$ cat src/rtl/mem_arbiter_pkg.sv
`default_nettype none
// +--------------------------------------------------------------------------+
// | mem_arbiter_pkg : arbiter state encoding and read-return requester ids   |
// | Rev 1.0                                                                  |
// +--------------------------------------------------------------------------+
package mem_arbiter_pkg;

  typedef enum logic [1:0] {
    ARB       = 2'b01,
    DMA_BURST = 2'b10
  } arb_state_t;

  localparam logic OWNER_CPU = 1'b0;
  localparam logic OWNER_DMA = 1'b1;

endpackage
`default_nettype wire

$ cat src/rtl/arb_starve_counter.sv
`default_nettype none
// +--------------------------------------------------------------------------+
// | arb_starve_counter : saturating count of CPU wins over a waiting DMA     |
// | Rev 1.0                                                                  |
// +--------------------------------------------------------------------------+
module arb_starve_counter #(
  parameter int MAX = 4
) (
  input  logic CLK,
  input  logic reset,
  input  logic inc,
  input  logic clr,
  output logic at_max
);

  localparam int CW = $clog2(MAX + 1);
  localparam logic [CW-1:0] CNT_MAX = CW'(MAX);

  logic [CW-1:0] cnt;

  always_ff @(posedge CLK or posedge reset) begin
    if (reset) begin
      cnt <= '0;
    end else if (clr) begin
      cnt <= '0;
    end else if (inc && !at_max) begin
      cnt <= cnt + CW'(1);
    end
  end

  assign at_max = (cnt == CNT_MAX);

endmodule
`default_nettype wire

$ cat src/rtl/mem_arbiter.sv
`default_nettype none
// +--------------------------------------------------------------------------+
// | mem_arbiter : CPU-priority arbiter for a single-port synchronous memory  |
// | with DMA starvation bound and bounded locked DMA bursts. Rev 1.0         |
// +--------------------------------------------------------------------------+
module mem_arbiter
  import mem_arbiter_pkg::*;
#(
  parameter int ADDR_W     = 16,
  parameter int DATA_W     = 16,
  parameter int STARVE_MAX = 4,
  parameter int BURST_MAX  = 8
) (
  input  logic              CLK,
  input  logic              reset,
  input  logic              cpu_req,
  input  logic              cpu_we,
  input  logic [ADDR_W-1:0] cpu_addr,
  input  logic [DATA_W-1:0] cpu_wdata,
  output logic              cpu_gnt,
  output logic              cpu_stall,
  output logic              cpu_rvalid,
  output logic [DATA_W-1:0] cpu_rdata,
  input  logic              dma_req,
  input  logic              dma_we,
  input  logic              dma_lock,
  input  logic [ADDR_W-1:0] dma_addr,
  input  logic [DATA_W-1:0] dma_wdata,
  output logic              dma_gnt,
  output logic              dma_rvalid,
  output logic [DATA_W-1:0] dma_rdata,
  output logic              mem_en,
  output logic              mem_we,
  output logic [ADDR_W-1:0] mem_addr,
  output logic [DATA_W-1:0] mem_wdata,
  input  logic [DATA_W-1:0] mem_rdata
);

  localparam int BW = $clog2(BURST_MAX + 1);
  localparam logic [BW-1:0] BURST_LAST = BW'(BURST_MAX - 1);

  arb_state_t    state, state_nxt;
  logic [BW-1:0] burst_cnt, burst_nxt;
  logic          force_cpu, force_nxt;
  logic          starve_max;
  logic          rd_valid;
  logic          rd_owner;

  arb_starve_counter #(
    .MAX (STARVE_MAX)
  ) u_starve (
    .CLK    (CLK),
    .reset  (reset),
    .inc    (cpu_gnt & dma_req),
    .clr    (dma_gnt | ~dma_req),
    .at_max (starve_max)
  );

  always_ff @(posedge CLK or posedge reset) begin
    if (reset) begin
      state     <= ARB;
      burst_cnt <= '0;
      force_cpu <= 1'b0;
    end else begin
      state     <= state_nxt;
      burst_cnt <= burst_nxt;
      force_cpu <= force_nxt;
    end
  end

  always_comb begin
    cpu_gnt   = 1'b0;
    dma_gnt   = 1'b0;
    state_nxt = state;
    burst_nxt = burst_cnt;
    force_nxt = force_cpu;
    case (state)
      ARB: begin
        force_nxt = 1'b0;
        if (cpu_req && (force_cpu || !(dma_req && starve_max))) begin
          cpu_gnt = 1'b1;
        end else if (dma_req) begin
          dma_gnt = 1'b1;
          if (dma_lock) begin
            state_nxt = DMA_BURST;
            burst_nxt = BW'(1);
          end
        end
      end
      DMA_BURST: begin
        if (dma_req) begin
          dma_gnt   = 1'b1;
          burst_nxt = burst_cnt + BW'(1);
          // The beat that reaches BURST_MAX ends the burst and owes the CPU a slot.
          if (burst_cnt == BURST_LAST) begin
            state_nxt = ARB;
            force_nxt = 1'b1;
          end else if (!dma_lock) begin
            state_nxt = ARB;
          end
        end else begin
          state_nxt = ARB;
        end
      end
      default: begin
        state_nxt = ARB;
        burst_nxt = '0;
        force_nxt = 1'b0;
      end
    endcase
    if (reset) begin
      cpu_gnt = 1'b0;
      dma_gnt = 1'b0;
    end
  end

  assign cpu_stall = cpu_req & ~cpu_gnt;
  assign mem_en    = cpu_gnt | dma_gnt;

  always_comb begin
    mem_we    = 1'b0;
    mem_addr  = '0;
    mem_wdata = '0;
    if (cpu_gnt) begin
      mem_we    = cpu_we;
      mem_addr  = cpu_addr;
      mem_wdata = cpu_wdata;
    end else if (dma_gnt) begin
      mem_we    = dma_we;
      mem_addr  = dma_addr;
      mem_wdata = dma_wdata;
    end
  end

  always_ff @(posedge CLK or posedge reset) begin
    if (reset) begin
      rd_valid <= 1'b0;
      rd_owner <= OWNER_CPU;
    end else begin
      rd_valid <= (cpu_gnt & ~cpu_we) | (dma_gnt & ~dma_we);
      rd_owner <= dma_gnt ? OWNER_DMA : OWNER_CPU;
    end
  end

  assign cpu_rvalid = rd_valid & (rd_owner == OWNER_CPU);
  assign dma_rvalid = rd_valid & (rd_owner == OWNER_DMA);
  assign cpu_rdata  = mem_rdata;
  assign dma_rdata  = mem_rdata;

endmodule
`default_nettype wire

$ cat config.mk
export PLATFORM = sky130hd
export DESIGN_NAME = mem_arbiter
export DESIGN_NICKNAME = d
export VERILOG_FILES = /design/src/rtl/mem_arbiter_pkg.sv /design/src/rtl/arb_starve_counter.sv /design/src/rtl/mem_arbiter.sv
export SDC_FILE = /design/constraint.sdc
export NUM_CORES = 1
export LEC_CHECK = 0
export ABC_AREA = 0
export CAP_MARGIN = 20
export CORE_AREA = 2 2 65 92
export DETAILED_ROUTE_END_ITERATION = 12
export DIE_AREA = 0 0 67 94
export PLACE_DENSITY = 0.71
export SYNTH_ARGS = -nofsm -noshare
export SYNTH_HDL_FRONTEND = slang
export SYNTH_SLANG_ARGS = --single-unit
$ cat constraint.sdc
create_clock -name CLK -period 5.05 [get_ports CLK]
set_input_delay 0.7575 -clock CLK [delete_from_list [all_inputs] [get_ports CLK]]
set_output_delay 0.7575 -clock CLK [all_outputs]
set_load 0.005 [all_outputs]
==> impl_metrics.tcl <==
set metrics [dict create \
    outcome "completed" \
    antennaDiodeCount 0 \
    p_sw_share_pct 37.01 \
    hp-class "flop to flop" \
    dp_slack_ns 1.021 \
    clockPowerShare_pct 12.9 \
    synth_mux_area_share_pct 0.8483 \
    p_comb_share_pct 68.8 \
    clkSinkCount 12 \
    nets 321 \
    finClkSkew_ns 0.0004509 \
    dpl.cell_count 292 \
    grt.total_usage_pct 17.09 \
    synth_cells 154 \
    insertion_delay_ns 0.25 \
    gp_congestion 0.8659 \
    firstDrtPassIters 4 \
    grt_max_degree 36 \
    antenna_found_initial 0 \
    maxCapViolCount 0 \
    cts_buffers 3 \
    path_clk_slew_ns 0.05 \
    min_period_ns 4.055 \
    path_class "input pin to output port" \
    critPathMaxFanout 32 \
    vdd_ir_drop_max_mv 0.1013 \
    power.density_mw_per_mm2 322.7 \
    core-area_mm2 0.005445 \
    vias 1493 \
    synth_commonest_cells "36 x buf_4, 32 x a22o_1, 11 x dfrtp_1" \
    grt_pass1_wl_um 7907 \
    rsz0062_at_grt "no" \
    avgSynthCellArea_um2 8.620 \
    synth_edf_count 0 \
    start_util_pct 24.38 \
    sequentialPowerShare_pct 18.3 \
    cts-root-buf "clkbuf_8" \
    ys_seq_area_share_pct 22.71 \
    synth_fa_ha_area_share_pct 4.713 \
    cellLeakagePower_nw 0.9171 \
    fp.dieW_um 67 \
    fin_util_pct 41.57 \
    cp.required_ns 4.29 \
    syn2layout_area_growth_pct 70.50 \
    worstMarginPinSlew_ns 0.7109 \
    async_reset_ff_share_pct 100.0 \
    synth_xor_area_share_pct 0.6598 \
    post_drt_wl_per_cell_um 19.61 \
    drive_gt1_share_pct 5.263 \
    num_io_pins 158 \
    ctsLongestPathBuffers 2 \
    synth_top_family_by_area "compound AO/OA/AOI/OAI gates" \
    synth_top_area_cell "a22o_1" \
    ys_top_cells_by_area "a22o_1 21%, dfrtp_1 21%, buf_4 20%" \
    fin_cells 296 \
    cts_setup_buffers 0 \
    drtIter0Drc 92 \
    drv_slew 0 \
    rows 32 \
    synth_simple_gate_area_share_pct 14.04 \
    ys.flop_type "dfrtp_1" \
    die_y_um 94 \
    syn-cell-area_mm2 0.001328 \
    ys.warnings.count 0 \
    fin_crit_sh_pct 80.30 \
    cts_tree "done" \
    synth_top_cell_area_share_pct 21.11 \
    htree_levels 1 \
    cts_hold_buf 0 \
    postCtsResizedCells 0 \
    grt_pass1_vias 1417 \
    design.die.area_mm2 0.006298 \
    ys_types 38 \
    fin_ws_ns 0.9950 \
    syn_nets 246 \
    worstHoldPathCells 2 \
    finalSetupTns_ns 0 \
    yosysMostFrequentCell "buf_4" \
    io_buffer_count 109 \
    switchingPower_mw 0.2703 \
    via_per_inst 5.044 \
    endpoint_kind "output port" \
    synth-seq-cells 12 \
    synth_compound_area_share_pct 32.42 \
    gr-total-overflow 0 \
    place_area_mm2 0.002218 \
    fmax_ghz 0.2466 \
    setup_viol 0 \
    drc 0 \
    ant_nets 0 \
    cp.arrival_ns 3.30 \
    timing.max_slew.rel_slack_pct 52.10 \
    place_hpwl_um 4574 \
    wl_um 5806 \
    cp-start-kind "input pin" \
    r2r_cells 6 \
    finalInstanceArea_mm2 0.002263 \
    p_int_mw 0.4600 \
    hold_violations 0 \
]
==> worst max-delay path: stages <==
cell and delay, ns:
clkdlybuf4s50_1 0.67, nand4b_1 0.20, and3_4 0.25, nor2_4 0.58, a22o_1 0.29, clkdlybuf4s50_1 0.54
==> registers in the layout (all words and copies together) (netlist names) <==
register and count:
burst_cnt 4, force_cpu 1, rd_owner 1, rd_valid 1, u_starve.cnt 3, state 2
==> placed cells by master (no fill, tap or decap), drive strengths merged <==
cell / count
clkdlybuf4s50: 109
a22o: 32
dfrtp: 11
inv: 11
nand2: 9
o21ai: 8
ha: 5
nor2: 4
and3: 4
clkbuf: 4
o31ai: 3
nand2b: 2
a41oi: 2
and2: 2
nor2b: 2
nand3: 2
nand4b: 1
a21bo: 1
or2: 1
nand3b: 1
a21boi: 1
nand4: 1
o21a: 1
nor3b: 1
and3b: 1
xnor2: 1
o22ai: 1
a21oi: 1
a31oi: 1
o41ai: 1
a32o: 1
o211ai: 1
mux2: 1
dfstp: 1
==> per-stage QoR <==
| step | hold slack (ns) | power [mW] |
|---|---|---|
| after floorplan | 0.4572 | 0.3987 |
| after global placement | 0.4904 | 0.6300 |
| after detailed placement | 0.4993 | 0.6317 |
| after CTS | 0.5246 | 0.7314 |
| after global routing | 0.5565 | 0.7736 |
| final | 0.5280 | 0.7303 |
==> metal layers <==
| metal | GRT usage (%) | vias to the layer above | share of wire, % | routed length [um] |
|---|---|---|---|---|
| li1 | - | 682 | - | - |
| met1 | 25.72 | 673 | 43 | 2523 |
| met2 | 22.28 | 122 | 37 | 2177 |
| met3 | 7.194 | 16 | 18 | 1034 |
| met4 | 3.571 | 0 | 1.2 | 72 |
| met5 | 0 | - | 0 | 0 |
==> power by group through the flow <==
stage | logic [mW] | registers [mW] | clock network (mW)
3_3_place_gp | 0.497 | 0.133 | 0
3_5_place_dp | 0.497 | 0.135 | 0
4_1_cts | 0.504 | 0.133 | 0.0939
5_1_grt | 0.539 | 0.136 | 0.0982
2_1_floorplan | 0.268 | 0.131 | 0
6_report | 0.502 | 0.134 | 0.0944
==> path summary, 6_finish.rpt <==
kind,endpoint,slack [ns],startpoint
worst max-delay path,mem_wdata[1],1.0,dma_req
worst min-delay path,force_cpu,0.53,force_cpu
worst max register to register,u_starve.cnt[2],2.84,state[0]
worst min register to register,force_cpu,0.53,force_cpu
max in group asynchronous,state[0],3.77,reset
min in group asynchronous,force_cpu,0.93,reset
==> cell type report <==
class / instances / area, um^2
Timing Repair Buffer: 109 / 1091
Sequential cell: 12 / 301.5
Fill cell: 546 / 3182
Clock buffer: 4 / 45.04
Multi-Input combinational cell: 92 / 699.4
Tap cell: 68 / 85.08
Inverter: 11 / 41.29
==> logic make-up after synthesis <==
logic type | Yosys count
compound gates | 54
xor+xnor | 1
fa+ha+maj | 5
buf+inv | 50
flops | 12
mux | 1
simple gates | 31
Power figures use the tool's default switching activity.
